`config.mk`:
```
export PLATFORM = sky130hd
export DESIGN_NAME = serial_sub8_flat
export DESIGN_NICKNAME = d
export VERILOG_FILES = /design/src/rtl/serial_sub8_if.sv /design/src/rtl/serial_sub8.sv /design/src/flat_wrapper.sv
export SDC_FILE = /design/constraint.sdc
export NUM_CORES = 1
export LEC_CHECK = 0
export CAP_MARGIN = 20
export CORE_UTILIZATION = 51
export CTS_CLUSTER_DIAMETER = 120
export CTS_CLUSTER_SIZE = 28
export DETAILED_ROUTE_END_ITERATION = 7
export GPL_ROUTABILITY_DRIVEN = 0
export PLACE_DENSITY_LB_ADDON = 0.3
export REMOVE_ABC_BUFFERS = 1
export SLEW_MARGIN = 10
export SYNTH_ARGS = -nofsm -noshare
export SYNTH_HDL_FRONTEND = slang
export SYNTH_SLANG_ARGS = --single-unit
```
`constraint.sdc`:
```
create_clock -name clk -period 2 [get_ports clk]
set_input_delay 0.4 -clock clk [delete_from_list [all_inputs] [get_ports clk]]
set_output_delay 0.4 -clock clk [all_outputs]
set_load 0.005 [all_outputs]
```
`src/rtl/serial_sub8_if.sv`:
```
// Handshake and data bundle between a controller (master) and the serial subtractor (slave).
interface serial_sub8_if #(
  parameter int WIDTH = 8
);
  logic             start;
  logic [WIDTH-1:0] a;
  logic [WIDTH-1:0] b;
  logic             bin;
  logic             ready;
  logic             done;
  logic [WIDTH-1:0] diff;
  logic             bout;
  logic             overflow;

  modport master (
    output start, a, b, bin,
    input  ready, done, diff, bout, overflow
  );

  modport slave (
    input  start, a, b, bin,
    output ready, done, diff, bout, overflow
  );
endinterface

```
`src/rtl/serial_sub8.sv`:
```
// Bit-serial two's-complement subtractor, diff = a - b - bin, one bit per clock, LSB first.
// Optional SERIAL_SUB_SATURATE_EN clamps diff to the signed range when overflow is flagged.
module serial_sub8 #(
  parameter int WIDTH = 8,
  parameter int CNT_W = 4
) (
  input  logic        clk,
  input  logic        rst_n,
  serial_sub8_if.slave sub
);

  typedef enum logic [1:0] {
    IDLE,
    SHIFT,
    DONE
  } state_e;

  localparam logic [CNT_W-1:0] LAST_CNT = CNT_W'(WIDTH - 1);

`ifdef SERIAL_SUB_SATURATE_EN
  localparam logic [WIDTH-1:0] SAT_MAX = {1'b0, {(WIDTH-1){1'b1}}};
  localparam logic [WIDTH-1:0] SAT_MIN = {1'b1, {(WIDTH-1){1'b0}}};
`endif

  state_e           state_q, state_d;
  logic [WIDTH-1:0] opA_q, opA_d;
  logic [WIDTH-1:0] opB_q, opB_d;
  logic [WIDTH-2:0] res_q, res_d;
  logic             br_q, br_d;
  logic [CNT_W-1:0] cnt_q, cnt_d;
  logic [WIDTH-1:0] diff_q, diff_d;
  logic             bout_q, bout_d;
  logic             ovf_q, ovf_d;

  logic             bitD;
  logic             brNext;
  logic [WIDTH-1:0] rawDiff;

  // Single full-subtractor cell; on the last bit br_q is the borrow into the MSB.
  assign bitD    = opA_q[0] ^ opB_q[0] ^ br_q;
  assign brNext  = (~opA_q[0] & opB_q[0]) | (~(opA_q[0] ^ opB_q[0]) & br_q);
  assign rawDiff = {bitD, res_q};

  always_ff @(posedge clk or negedge rst_n) begin
    if (!rst_n) begin
      state_q <= IDLE;
      opA_q   <= '0;
      opB_q   <= '0;
      res_q   <= '0;
      br_q    <= 1'b0;
      cnt_q   <= '0;
      diff_q  <= '0;
      bout_q  <= 1'b0;
      ovf_q   <= 1'b0;
    end else begin
      state_q <= state_d;
      opA_q   <= opA_d;
      opB_q   <= opB_d;
      res_q   <= res_d;
      br_q    <= br_d;
      cnt_q   <= cnt_d;
      diff_q  <= diff_d;
      bout_q  <= bout_d;
      ovf_q   <= ovf_d;
    end
  end

  always_comb begin
    state_d = state_q;
    opA_d   = opA_q;
    opB_d   = opB_q;
    res_d   = res_q;
    br_d    = br_q;
    cnt_d   = cnt_q;
    diff_d  = diff_q;
    bout_d  = bout_q;
    ovf_d   = ovf_q;

    case (state_q)
      IDLE, DONE: begin
        if (sub.start) begin
          opA_d   = sub.a;
          opB_d   = sub.b;
          br_d    = sub.bin;
          cnt_d   = '0;
          state_d = SHIFT;
        end else begin
          state_d = IDLE;
        end
      end
      SHIFT: begin
        opA_d = opA_q >> 1;
        opB_d = opB_q >> 1;
        br_d  = brNext;
        res_d = rawDiff[WIDTH-1:1];
        cnt_d = cnt_q + CNT_W'(1);
        // Results are published only on the final bit so outputs stay frozen mid-op.
        if (cnt_q == LAST_CNT) begin
          state_d = DONE;
          diff_d  = rawDiff;
          bout_d  = brNext;
          ovf_d   = br_q ^ brNext;
`ifdef SERIAL_SUB_SATURATE_EN
          if (br_q ^ brNext) begin
            diff_d = opA_q[0] ? SAT_MIN : SAT_MAX;
          end
`else
`endif
        end
      end
      default: state_d = IDLE;
    endcase
  end

  assign sub.ready    = (state_q != SHIFT);
  assign sub.done     = (state_q == DONE);
  assign sub.diff     = diff_q;
  assign sub.bout     = bout_q;
  assign sub.overflow = ovf_q;

endmodule

```
`src/flat_wrapper.sv`:
```
// flat-port wrapper written by rule: the top's interface ports become plain ports
module serial_sub8_flat 
#(
  parameter int WIDTH = 8,
  parameter int CNT_W = 4
)
  (clk, rst_n, sub_start, sub_a, sub_b, sub_bin, sub_ready, sub_done, sub_diff, sub_bout, sub_overflow);
  serial_sub8_if #(.WIDTH(WIDTH)) sub_i ();
  input  logic clk;
  input  logic rst_n;
  input wire logic [$bits(sub_i.start)-1:0] sub_start;
  input wire logic [$bits(sub_i.a)-1:0] sub_a;
  input wire logic [$bits(sub_i.b)-1:0] sub_b;
  input wire logic [$bits(sub_i.bin)-1:0] sub_bin;
  output wire logic [$bits(sub_i.ready)-1:0] sub_ready;
  output wire logic [$bits(sub_i.done)-1:0] sub_done;
  output wire logic [$bits(sub_i.diff)-1:0] sub_diff;
  output wire logic [$bits(sub_i.bout)-1:0] sub_bout;
  output wire logic [$bits(sub_i.overflow)-1:0] sub_overflow;
  assign sub_i.start = sub_start;
  assign sub_i.a = sub_a;
  assign sub_i.b = sub_b;
  assign sub_i.bin = sub_bin;
  assign sub_ready = sub_i.ready;
  assign sub_done = sub_i.done;
  assign sub_diff = sub_i.diff;
  assign sub_bout = sub_i.bout;
  assign sub_overflow = sub_i.overflow;
  serial_sub8 #(.WIDTH(WIDTH), .CNT_W(CNT_W)) u_core (.clk(clk), .rst_n(rst_n), .sub(sub_i));
endmodule
```
# Yosys cells after proc, flatten, opt, wreduce, memory -nomap -nowiden
# Cells that the tools add are included.
[word_totals] register_bits=40 latch_bits=0 ram_bits=0 rom_bits=0 inputBits=20 out_inout_bits=12 elab_cells=40 n_memories=0
[classes] addsub=1 multipliers=0 div=0 n_lt_le_gt_ge=0 n_eq_ne=6 shifts=0 n_mux=11 bitwise=8 n_reduce_logical=5
[op_table] operator="$pmux W8 S2" count=2
[op_table] operator="$mux W8" count=2
[op_table] operator="$pmux W4 S2" count=1
[op_table] operator="$add A4 B1 Y4 const B" count=1
[op_table] operator="$eq A4 B3 Y1 const B" count=1
[op_table] operator="$mux W4" count=1
[op_table] operator="$ne A2 B1 Y1 const B" count=2
[op_table] operator="$pmux W2 S2" count=1
[op_table] operator="$reduce_and A2 Y1" count=2
[op_table] operator="$xor A1 B1 Y1" count=3
[op_table] operator="$and A1 B1 Y1" count=2
[op_table] operator="$eq A2 B1 Y1 const B" count=1
[op_table] operator="$eq A2 B2 Y1 const B" count=1
[op_table] operator="$logic_not A2 Y1" count=1
[op_table] operator="$mux W1" count=2
[op_table] operator="$mux W2" count=1
[op_table] operator="$ne A2 B2 Y1 const B" count=1
[op_table] operator="$not A1 Y1" count=2
[op_table] operator="$pmux W1 S2" count=1
[op_table] operator="$reduce_bool A2 Y1" count=1
[op_table] operator="$reduce_or A2 Y1" count=1
[op_table] operator="$or A1 B1 Y1" count=1

# Depth between registers and ports, before layout
# Gate-level depths: netlist of the first run.
[depth] ltp_word=5 mapped_depth=6 ltp_nobuf=4

# Least setup slack after synthesis of the first run
# OpenSTA, ideal clock, no wires.
[synth_path] path_kind="reg-to-reg" startpoint="register u_core.state_q[1]" endpoint="register u_core.diff_q[0], in the netlist u_core.sub.diff[0]" setup_ns=0.125 arrival_ns=1.369 required_ns=1.875 setup_slack_ns=0.506 path_stages_with_launch=7 path_buffers=2 synth_period_minus_slack_ns=1.494 cell_sequence="dfrtp_1 -> and2b_1 -> buf_6 -> inv_4 -> nor3_4 -> buf_6 -> mux2_4"
[synth_via] elab_chain_len=2
[synth_rtl] item="from (decl)" line_no="serial_sub8.sv:25" source="state_e state_q, state_d;"
[synth_rtl] item="from (signal assigned)" line_no="serial_sub8.sv:56" source="state_q <= state_d;"
[synth_rtl] item="$eq A2 B1 Y1" line_no="serial_sub8.sv:79" source="case (state_q)"
[synth_rtl] item="$reduce_and A2 Y1 (no line)"
[synth_rtl] item="to (signal assigned)" line_no="serial_sub8.sv:62" source="diff_q <= diff_d;"
[synth_rtl] item="to (decl)" line_no="serial_sub8.sv:31" source="logic [WIDTH-1:0] diff_q, diff_d;"
# No other way between the ends.
# A chain may end at the register's enable or synchronous reset.

# Final worst setup path of the first run
[layout_path] startpoint="register u_core.state_q[0]" endpoint="output port sub_ready"
[layout_via] elab_chain_len=1
[layout_rtl] item="$ne A2 B1 Y1" line_no="serial_sub8.sv:115" source="assign sub.ready = (state_q != SHIFT);"
[layout_rtl] item="to (decl)" line_no="flat_wrapper.sv:15" source="output wire logic [$bits(sub_i.ready)-1:0] sub_ready;"
# No other way between the ends.

==> results of run 1 <==
[how the worst max path moves through the flow]
stage	end	depth (start not counted)	startpoint	slack, ns
2_1_floorplan	u_core.sub.overflow	4	u_core.state_q[1]	-0.23
3_3_place_gp	u_core.opB_q[0]	5	sub_start	0.29
3_5_place_dp	u_core.opB_q[0]	5	sub_start	0.27
4_1_cts	sub_ready	3	u_core.state_q[0]	0.05
5_1_grt	sub_ready	3	u_core.state_q[0]	0.003
6_report	sub_ready	3	u_core.state_q[0]	0.08
[logic make-up (layout without fill, tap and decap cells)]
family / Yosys count / after routing
AOI/OAI and AO/OA: 21 / 21
xor gates and xnor gates: 1 / 1
adders and majority gates: 2 / 2
buffers and inverters: 14 / 50
DFF: 40 / 40
muxes: 12 / 12
and+or+nand+nor: 61 / 61
[placed cells by master, fill, tap and decap left out, drive strengths merged]
cell type | Yosys | layout
a22o | 4 | 4
nand4 | 1 | 1
ha | 1 | 1
mux2 | 9 | 9
a221o | 2 | 2
fa | 1 | 1
buf | 3 | 8
nand2b | 1 | 1
o21ai | 2 | 2
clkdlybuf4s50 | 0 | 30
xnor2 | 1 | 1
nor2 | 2 | 2
nor2b | 3 | 3
nor3 | 2 | 2
inv | 4 | 4
a22oi | 13 | 13
and2b | 1 | 1
dfrtp | 40 | 40
nand3 | 14 | 14
clkbuf | 7 | 6
clkinv | 0 | 2
nand2 | 37 | 37
mux2i | 3 | 3
[worst max-delay path, cell delays in order (launching register included)]
cell and delay, ns:
dfrtp_1 0.42, and2b_1 0.20, inv_4 0.07, clkdlybuf4s50_1 0.50
[Yosys cell counts]
master / n
ha_1: 1
inv_4: 1
a22oi_1: 13
nand2b_1: 1
a22o_1: 4
nor3_1: 1
nor2b_1: 3
fa_1: 1
clkbuf_1: 7
xnor2_1: 1
nand2_1: 37
o21ai_0: 2
and2b_1: 1
dfrtp_1: 40
mux2_4: 8
nor3_4: 1
buf_6: 2
nand4_1: 1
buf_2: 1
inv_1: 3
a221o_1: 2
nand3_1: 14
mux2i_1: 3
mux2_2: 1
nor2_1: 2
[cell type report]
class                      count  area, um2
multi-input combinational     97        642
sequential                    40       1000
fill                         268        981
inverter                       4       17.5
timing repair buffer          38        370
clock inverter                 2       10.0
tap                           44       55.1
clock buffer                   6       51.3
[state kept, by name (all words and copies together) (netlist names)]
| name | cells |
|---|---|
| u_core.br_q | 1 |
| u_core.cnt_q | 4 |
| u_core.opA_q | 8 |
| u_core.opB_q | 8 |
| u_core.res_q | 7 |
| u_core.state_q | 2 |
| u_core.sub.bout | 1 |
| u_core.sub.diff | 8 |
| u_core.sub.overflow | 1 |
[stage by stage]
step           setup TNS [ns]  utilization  hold slack [ns]  worst slack (ns)  cell area, um2
2_1_floorplan           -1.73            -            0.104            -0.234            1660
3_3_place_gp                0        0.664            0.373             0.292            2080
3_5_place_dp                0        0.664            0.386             0.268            2080
4_1_cts                     0        0.686          0.00565            0.0541            2150
5_1_grt                     0        0.686          0.00968           0.00263            2150
6_report                    0        0.686          0.00566            0.0785            2150
[power breakdown]
group / switching, mW / internal (mW) / total, mW
clock: 0.249 / 0.167 / 0.416
combinational: 0.653 / 0.750 / 1.40
sequential: 0.233 / 1.18 / 1.42
[repair_timing]
item	in CTS	in global routing
hold buffers	0	0
setup buffers	1	0
setup endpoints to repair	1	0
[layer usage]
layer  GRT usage  vias up  wire length, um
met4      0.0997        0               40
met3      0.0628        5              190
met1       0.240      607             1380
li1            -      586                -
met2       0.337       39             1570
met5           0        -                0
==> results.py, run 1 <==
metrics = {
    "clock_network": {
        "clockRootBuffer": "clkbuf_4",
        "cts_buffers": 5,
        "cts_num_sinks": 40,
        "h-tree-depth": 2,
        "clk_latency_ns": 0.33,
        "clk_pin_slew_ns": 0.11,
        "clockBufferDepth": 2,
        "cts_tree": "yes",
        "cts_resized": 0,
    },
    "outcome": {
        "status": "finished clean",
    },
    "setup_path": {
        "required_ns": 1.60,
        "rrSetupSlack_ns": 0.23,
        "regToRegEndpoint": "u_core.sub.diff[6]",
        "worst-setup-path-type": "reg -> out",
        "end_kind": "output pin",
        "r2r-start": "u_core.state_q[1]",
        "arrival_ns": 1.52,
        "crit_fanout": 4,
        "worstSetupStartpointType": "flop",
        "r2r_cells": 6,
    },
    "routing": {
        "firstDrtPassIters": 4,
        "wirelength_um": 3180,
        "drc_errors": 0,
        "wl_per_cell_um": 13.8,
        "ant_nets": 0,
        "avgViaCountPerCell": 5.35,
        "vias": 1237,
        "drtIter0Drc": 38,
    },
    "floorplanning": {
        "rows": 20,
        "initial_core_util": 0.548,
        "boundaryPins": 32,
        "die_y_um": 60.0,
        "die_area_um2": 3600,
        "die_w_um": 60.0,
        "fp.coreArea_um2": 3130,
    },
    "timing": {
        "hold_viol": 0,
        "slew_viol_final": 0,
        "setup_viol": 0,
        "max_freq_ghz": 0.520,
        "clock-skew-final_ns": 0.00325,
        "fin_crit_sh": 0.961,
        "max_slew_margin": 0.596,
        "worst_pin_slew_ns": 0.606,
        "rsz0062_at_grt": "false",
        "period_needed_ns": 1.92,
    },
    "synth": {
        "yosys.area_share.simple": 0.161,
        "netlist_instances": 151,
        "synth_top_family_by_area": "simple AND/OR/NAND/NOR gates",
        "syn_area_um2": 1710,
        "synthDistinctLibCells": 25,
        "yosysSeqAreaShare": 0.584,
        "yosysTopAreaCell": "dfrtp_1",
        "synth_top_cell_area_share": 0.584,
        "synth_xor_area_frac": 0.00511,
        "yosysWarnings": 0,
        "synth_compound_gate_area_share": 0.0949,
        "synthMuxAreaShare": 0.0942,
        "synth_fa_ha_area_frac": 0.0190,
        "ys_ff_latch": 40,
        "synth_area_leaders": "dfrtp_1 (58%), nand2_1 (8.1%), mux2_4 (7.0%)",
        "syn-mean-instance-area_um2": 11.4,
    },
    "global_route": {
        "grt_pass1_vias": 1215,
        "grt_overflow_total": 0,
        "grt_pass1_wl_um": 5210,
        "grt_max_degree": 28,
        "track_usage": 0.204,
        "antenna_found_initial": 0,
    },
    "job": {
        "maxCapViolations": 0,
    },
    "worst_hold_path": {
        "hold_class": "in -> async",
    },
    "placed_design": {
        "hpwlAfterDp_um": 2180,
        "post-place-cells": 222,
        "numPortBuffers": 31,
    },
    "layout": {
        "instances_no_fill": 231,
        "area_delta_synth_final_pct": 25.3,
        "drive_gt1_frac": 0.144,
        "nets": 208,
        "diodes": 0,
    },
    "power": {
        "pwr_density_cell_nw_per_um2": 1510,
        "power_mw": 3.23,
        "leakage_nw": 1.02,
        "ir_worst_vdd_v": 0.000730,
    },
}
Note: power is estimated with default switching activity, not from simulation.
==> run 2: changes to the inputs <==
- MAX_ROUTING_LAYER: unset -> met4
==> run 2 against run 1 <==
  * Flip-flop and latch count unchanged
  * Count of clock-buffer cells in the layout is the same
  * Design area did not move
  * Power fell by 0.22%
  * Maximum frequency rose by 0.29%
  * Sequential power barely moved
  * Largest power group unchanged
  * Highest routed layer unchanged
==> results.py, run 2 (synthesized netlist as in run 1, its figures left out) <==
metrics = {
    "outcome": {
        "status": "finished clean",
    },
    "global_route": {
        "grt_pass1_wl_um": 5200,
        "grt_pass1_vias": 1218,
        "antenna_found_initial": 0,
        "track_usage": 0.209,
        "grt_overflow_total": 0,
        "grt_max_degree": 28,
    },
    "setup_path": {
        "r2r-start": "u_core.state_q[1]",
        "arrival_ns": 1.52,
        "r2r_cells": 6,
        "crit_fanout": 4,
        "crit_end": "sub_ready",
        "crit_start": "u_core.state_q[0]",
        "required_ns": 1.60,
        "regToRegEndpoint": "u_core.sub.diff[6]",
        "worst-setup-path-type": "reg -> out",
        "rrSetupSlack_ns": 0.23,
        "worstSetupStartpointType": "flop",
        "end_kind": "output pin",
    },
    "routing": {
        "wirelength_um": 3170,
        "wl_per_cell_um": 13.7,
        "drtIter0Drc": 45,
        "met2_length_um": 1600,
        "ant_nets": 0,
        "vias": 1253,
        "firstDrtPassIters": 4,
        "avgViaCountPerCell": 5.42,
        "dr_wl_met3_um": 162,
        "routed.top_layer": "met4",
        "drc_errors": 0,
        "wl_met1_um": 1370,
    },
    "timing": {
        "worst_pin_slew_ns": 0.603,
        "setup_viol": 0,
        "fin_tns_setup_ns": 0,
        "clock-skew-final_ns": 0.00228,
        "hold_viol": 0,
        "rsz0062_at_grt": "false",
        "fin_crit_sh": 0.958,
        "slew_viol_final": 0,
        "period_needed_ns": 1.92,
        "max_slew_margin": 0.598,
        "max_freq_ghz": 0.522,
    },
    "layout": {
        "area_delta_synth_final_pct": 25.3,
        "fillers": 268,
        "multiInputGateArea_um2": 642,
        "mostFrequentLayoutCell": "dfrtp_1",
        "drive_gt1_frac": 0.144,
        "mostFrequentLayoutCells": "dfrtp_1 (40), nand2_1 (37), clkdlybuf4s50_1 (30)",
        "nets": 208,
        "diodes": 0,
        "ff_latch_area_um2": 1000,
    },
    "job": {
        "maxCapViolations": 0,
    },
    "power": {
        "pwr_density_cell_nw_per_um2": 1500,
        "leakage_nw": 1.02,
        "ir_worst_vdd_v": 0.000729,
        "power_mw": 3.23,
    },
    "floorplanning": {
        "initial_core_util": 0.548,
        "die_y_um": 60.0,
        "die_area_um2": 3600,
        "rows": 20,
        "boundaryPins": 32,
        "die_w_um": 60.0,
        "fp.coreArea_um2": 3130,
    },
    "clock_network": {
        "cts_resized": 0,
        "clk_latency_ns": 0.33,
        "clockBufferDepth": 2,
        "cts_tree": "yes",
        "cts_num_sinks": 40,
        "clockRootBuffer": "clkbuf_4",
        "clk_pin_slew_ns": 0.11,
        "h-tree-depth": 2,
        "cts_buffers": 5,
    },
    "worst_hold_path": {
        "hold_class": "in -> async",
    },
    "placed_design": {
        "hpwlAfterDp_um": 2180,
        "numPortBuffers": 31,
    },
}
## run 2: repair_timing
item	in CTS	in global routing
hold endpoints to repair	0	0
hold buffers	0	0
setup endpoints to repair	1	0
buffers inserted	1	0
## run 2: layout make-up
cell class | instances | area share
clock buffers | 6 | 0.0239
clock inverters | 2 | 0.00466
inverters | 4 | 0.00816
multi-input cells | 97 | 0.299
flip-flops and latches | 40 | 0.466
well taps | 44 | 0.0256
repair buffers | 38 | 0.172
## run 2: where the power goes
| group | leakage, nW | internal, mW | switching [mW] |
|---|---|---|---|
| clock | 0.0380 | 0.167 | 0.246 |
| sequential | 0.497 | 1.18 | 0.233 |
| combinational | 0.482 | 0.750 | 0.648 |
| total | 1.02 | 2.10 | 1.13 |
## run 2: worst min path at each step
stage,slack [ns],to,startpoint
6_report,0.007,u_core.br_q,rst_n
5_1_grt,0.01,u_core.sub.diff[0],rst_n
4_1_cts,0.006,u_core.sub.bout,rst_n
3_5_place_dp,0.39,u_core.sub.diff[0],rst_n
3_3_place_gp,0.37,u_core.sub.diff[0],rst_n
2_1_floorplan,0.10,u_core.br_q,rst_n
## run 2: per-layer routing
| metal | vias up | GRT usage |
|---|---|---|
| met1 | 622 | 0.246 |
| met2 | 38 | 0.337 |
| met3 | 5 | 0.0519 |
| li1 | 588 | - |
| met5 | - | - |
| met4 | 0 | 0.0997 |
## run 2: per-stage QoR
stage               instance area (um2)  utilization  hold WS (ns)  setup WS [ns]  cells
global route                       2150        0.686       0.00969        0.00649    231
floorplan                          1660            -         0.104         -0.234    141
CTS                                2150        0.686       0.00565         0.0541    231
finish                             2150        0.686       0.00670         0.0840    231
global placement                   2080        0.664         0.373          0.292    222
detailed placement                 2080        0.664         0.386          0.268    222
## run 2: critical path: stages, from the launching register on
cell,delay (ns)
dfrtp_1,0.42
and2b_1,0.20
inv_4,0.07
clkdlybuf4s50_1,0.49
==> run 3: changes to the inputs <==
- CORE_UTILIZATION: 51 -> 45
==> run 3 against run 2 <==
  * Sequential share of layout area decreased by 0.67 points
  * Wire length decreased by 1.4%
  * Clock skew increased by 0.0036 ns
  * Combinational power about the same
  * Worst hold slack improved by 0.14 ns
  * Die area increased by 13%
  * Count of clock-buffer cells in the layout unchanged
  * Register-to-register slack improved by 0.05 ns
  * Core utilization decreased by 9.1 points
  * Largest cell class unchanged
  * Largest power group unchanged
==> results.py, run 3 (synthesized netlist as in run 1, its figures left out) <==
metrics = {
    "global_route": {
        "track_usage": 0.185,
        "antenna_found_initial": 0,
        "gr-usage-met3": 0.0471,
        "grt_pass1_vias": 1209,
        "met2_usage": 0.298,
        "gr-usage-met1": 0.209,
        "grt_overflow_total": 0,
        "grt_pass1_wl_um": 5460,
        "busiest_layer": "met2",
        "grt_max_degree": 41,
    },
    "outcome": {
        "status": "finished clean",
    },
    "setup_path": {
        "rrSetupSlack_ns": 0.28,
        "r2r-start": "u_core.state_q[1]",
        "cp_slowest_cell": "clkdlybuf4s50_1",
        "end_kind": "output pin",
        "worstSetupStartpointType": "flop",
        "crit_family": "buffers and inverters",
        "r2r_cells": 5,
        "critPathBufInv": 2,
        "arrival_ns": 1.54,
        "required_ns": 1.60,
        "path_cells": "and2b_1, clkinv_4, clkdlybuf4s50_1",
        "crit_path_max_incr_delay_ns": 0.52,
        "crit_fanout": 12,
        "worst-setup-path-type": "reg -> out",
        "regToRegEndpoint": "u_core.sub.diff[0]",
    },
    "layout": {
        "instances_no_fill": 234,
        "diodes": 0,
        "mostFrequentLayoutCell": "dfrtp_1",
        "finalInstanceArea_um2": 2180,
        "utilization": 0.595,
        "drive_gt1_frac": 0.140,
        "area_delta_synth_final_pct": 27.1,
        "mostFrequentLayoutCells": "dfrtp_1 (40), nand2_1 (37), clkdlybuf4s50_1 (30)",
        "nets": 207,
    },
    "floorplanning": {
        "die_w_um": 63.7,
        "rows": 22,
        "boundaryPins": 32,
        "fp.coreArea_um2": 3660,
        "die_y_um": 63.7,
        "initial_core_util": 0.468,
        "die_area_um2": 4060,
    },
    "power": {
        "leakage_nw": 1.02,
        "pwr_density_cell_nw_per_um2": 1530,
        "swShare": 0.340,
        "internal_power_mw": 2.20,
        "clockPowerShare": 0.164,
        "ir_worst_vdd_v": 0.000634,
        "seqPwrFrac": 0.425,
        "combPwrFrac": 0.411,
        "p_switching_mw": 1.14,
        "power_mw": 3.34,
    },
    "clock_network": {
        "h-tree-depth": 2,
        "clk_latency_ns": 0.30,
        "cts_tree": "yes",
        "clockRootBuffer": "clkbuf_8",
        "cts_setup_buffers": 0,
        "cts_buffers": 5,
        "clockBufferDepth": 2,
        "clk_pin_slew_ns": 0.07,
        "cts_num_sinks": 40,
    },
    "timing": {
        "hold_viol": 0,
        "rsz0062_at_grt": "false",
        "fin_tns_setup_ns": 0,
        "slew_viol_final": 0,
        "setup_slack_ns": 0.0641,
        "fin_crit_sh": 0.968,
        "period_needed_ns": 1.94,
        "worst_pin_slew_ns": 0.593,
        "max_freq_ghz": 0.517,
        "hold_slack_ns": 0.151,
        "setup_viol": 0,
        "clock-skew-final_ns": 0.00587,
        "max_slew_margin": 0.605,
    },
    "placed_design": {
        "numPortBuffers": 31,
        "post-place-cells": 226,
        "placed_area_um2": 2080,
        "hpwlAfterDp_um": 2160,
        "pre_cts_ws_ns": 0.301,
    },
    "routing": {
        "firstDrtPassIters": 6,
        "ant_nets": 0,
        "drc_errors": 0,
        "wl_per_cell_um": 13.4,
        "avgViaCountPerCell": 5.17,
        "wirelength_um": 3130,
        "vias": 1209,
        "drtIter0Drc": 36,
    },
    "job": {
        "maxCapViolations": 0,
    },
    "worst_hold_path": {
        "hold_class": "in -> async",
    },
}
[run 3: changes by cell type in the layout (fill, tap and decap cells not counted), sizes merged]
| cell | delta |
|---|---|
| inv | -1 |
| clkinv | +1 |
| buf | -1 |
[run 3: timing repair]
| item | in CTS | in global routing |
|---|---|---|
| setup endpoints to repair | 0 | 1 |
| hold buffers | 0 | 0 |
| gates resized for setup | 0 | 1 |
[run 3: routing by layer]
| layer | part of all wire | routed length [um] |
|---|---|---|
| met5 | 0 | 0 |
| met4 | 0.023 | 72 |
| met3 | 0.050 | 158 |
| met2 | 0.50 | 1560 |
| met1 | 0.43 | 1340 |
[run 3: power by group through the flow]
| stage | logic (mW) | registers, mW | clock network, mW |
|---|---|---|---|
| 4_1_cts | 1.39 | 1.42 | 0.564 |
| 5_1_grt | 1.54 | 1.47 | 0.593 |
| 6_report | 1.37 | 1.42 | 0.548 |
| 2_1_floorplan | 0.857 | 1.39 | 0 |
| 3_5_place_dp | 1.38 | 1.44 | 0 |
| 3_3_place_gp | 1.34 | 1.41 | 0 |
[run 3: final cells by class]
type,instances,area (um2)
Fill cell,334,1480
Sequential cell,40,1000
Multi-Input combinational cell,97,642
Timing Repair Buffer,37,363
Clock buffer,6,82.6
Tap cell,48,60.1
Inverter,4,20.0
Clock inverter,2,10.0
[run 3: worst max path at each step]
stage | slack (ns) | end | depth (start not counted) | start
floorplan | -0.23 | u_core.sub.overflow | 4 | u_core.state_q[1]
global placement | 0.31 | u_core.opB_q[0] | 5 | sub_start
detailed placement | 0.30 | u_core.opB_q[0] | 5 | sub_start
CTS | 0.02 | sub_ready | 3 | u_core.state_q[0]
global route | 0.0004 | sub_ready | 3 | u_core.state_q[1]
finish | 0.06 | sub_ready | 3 | u_core.state_q[0]
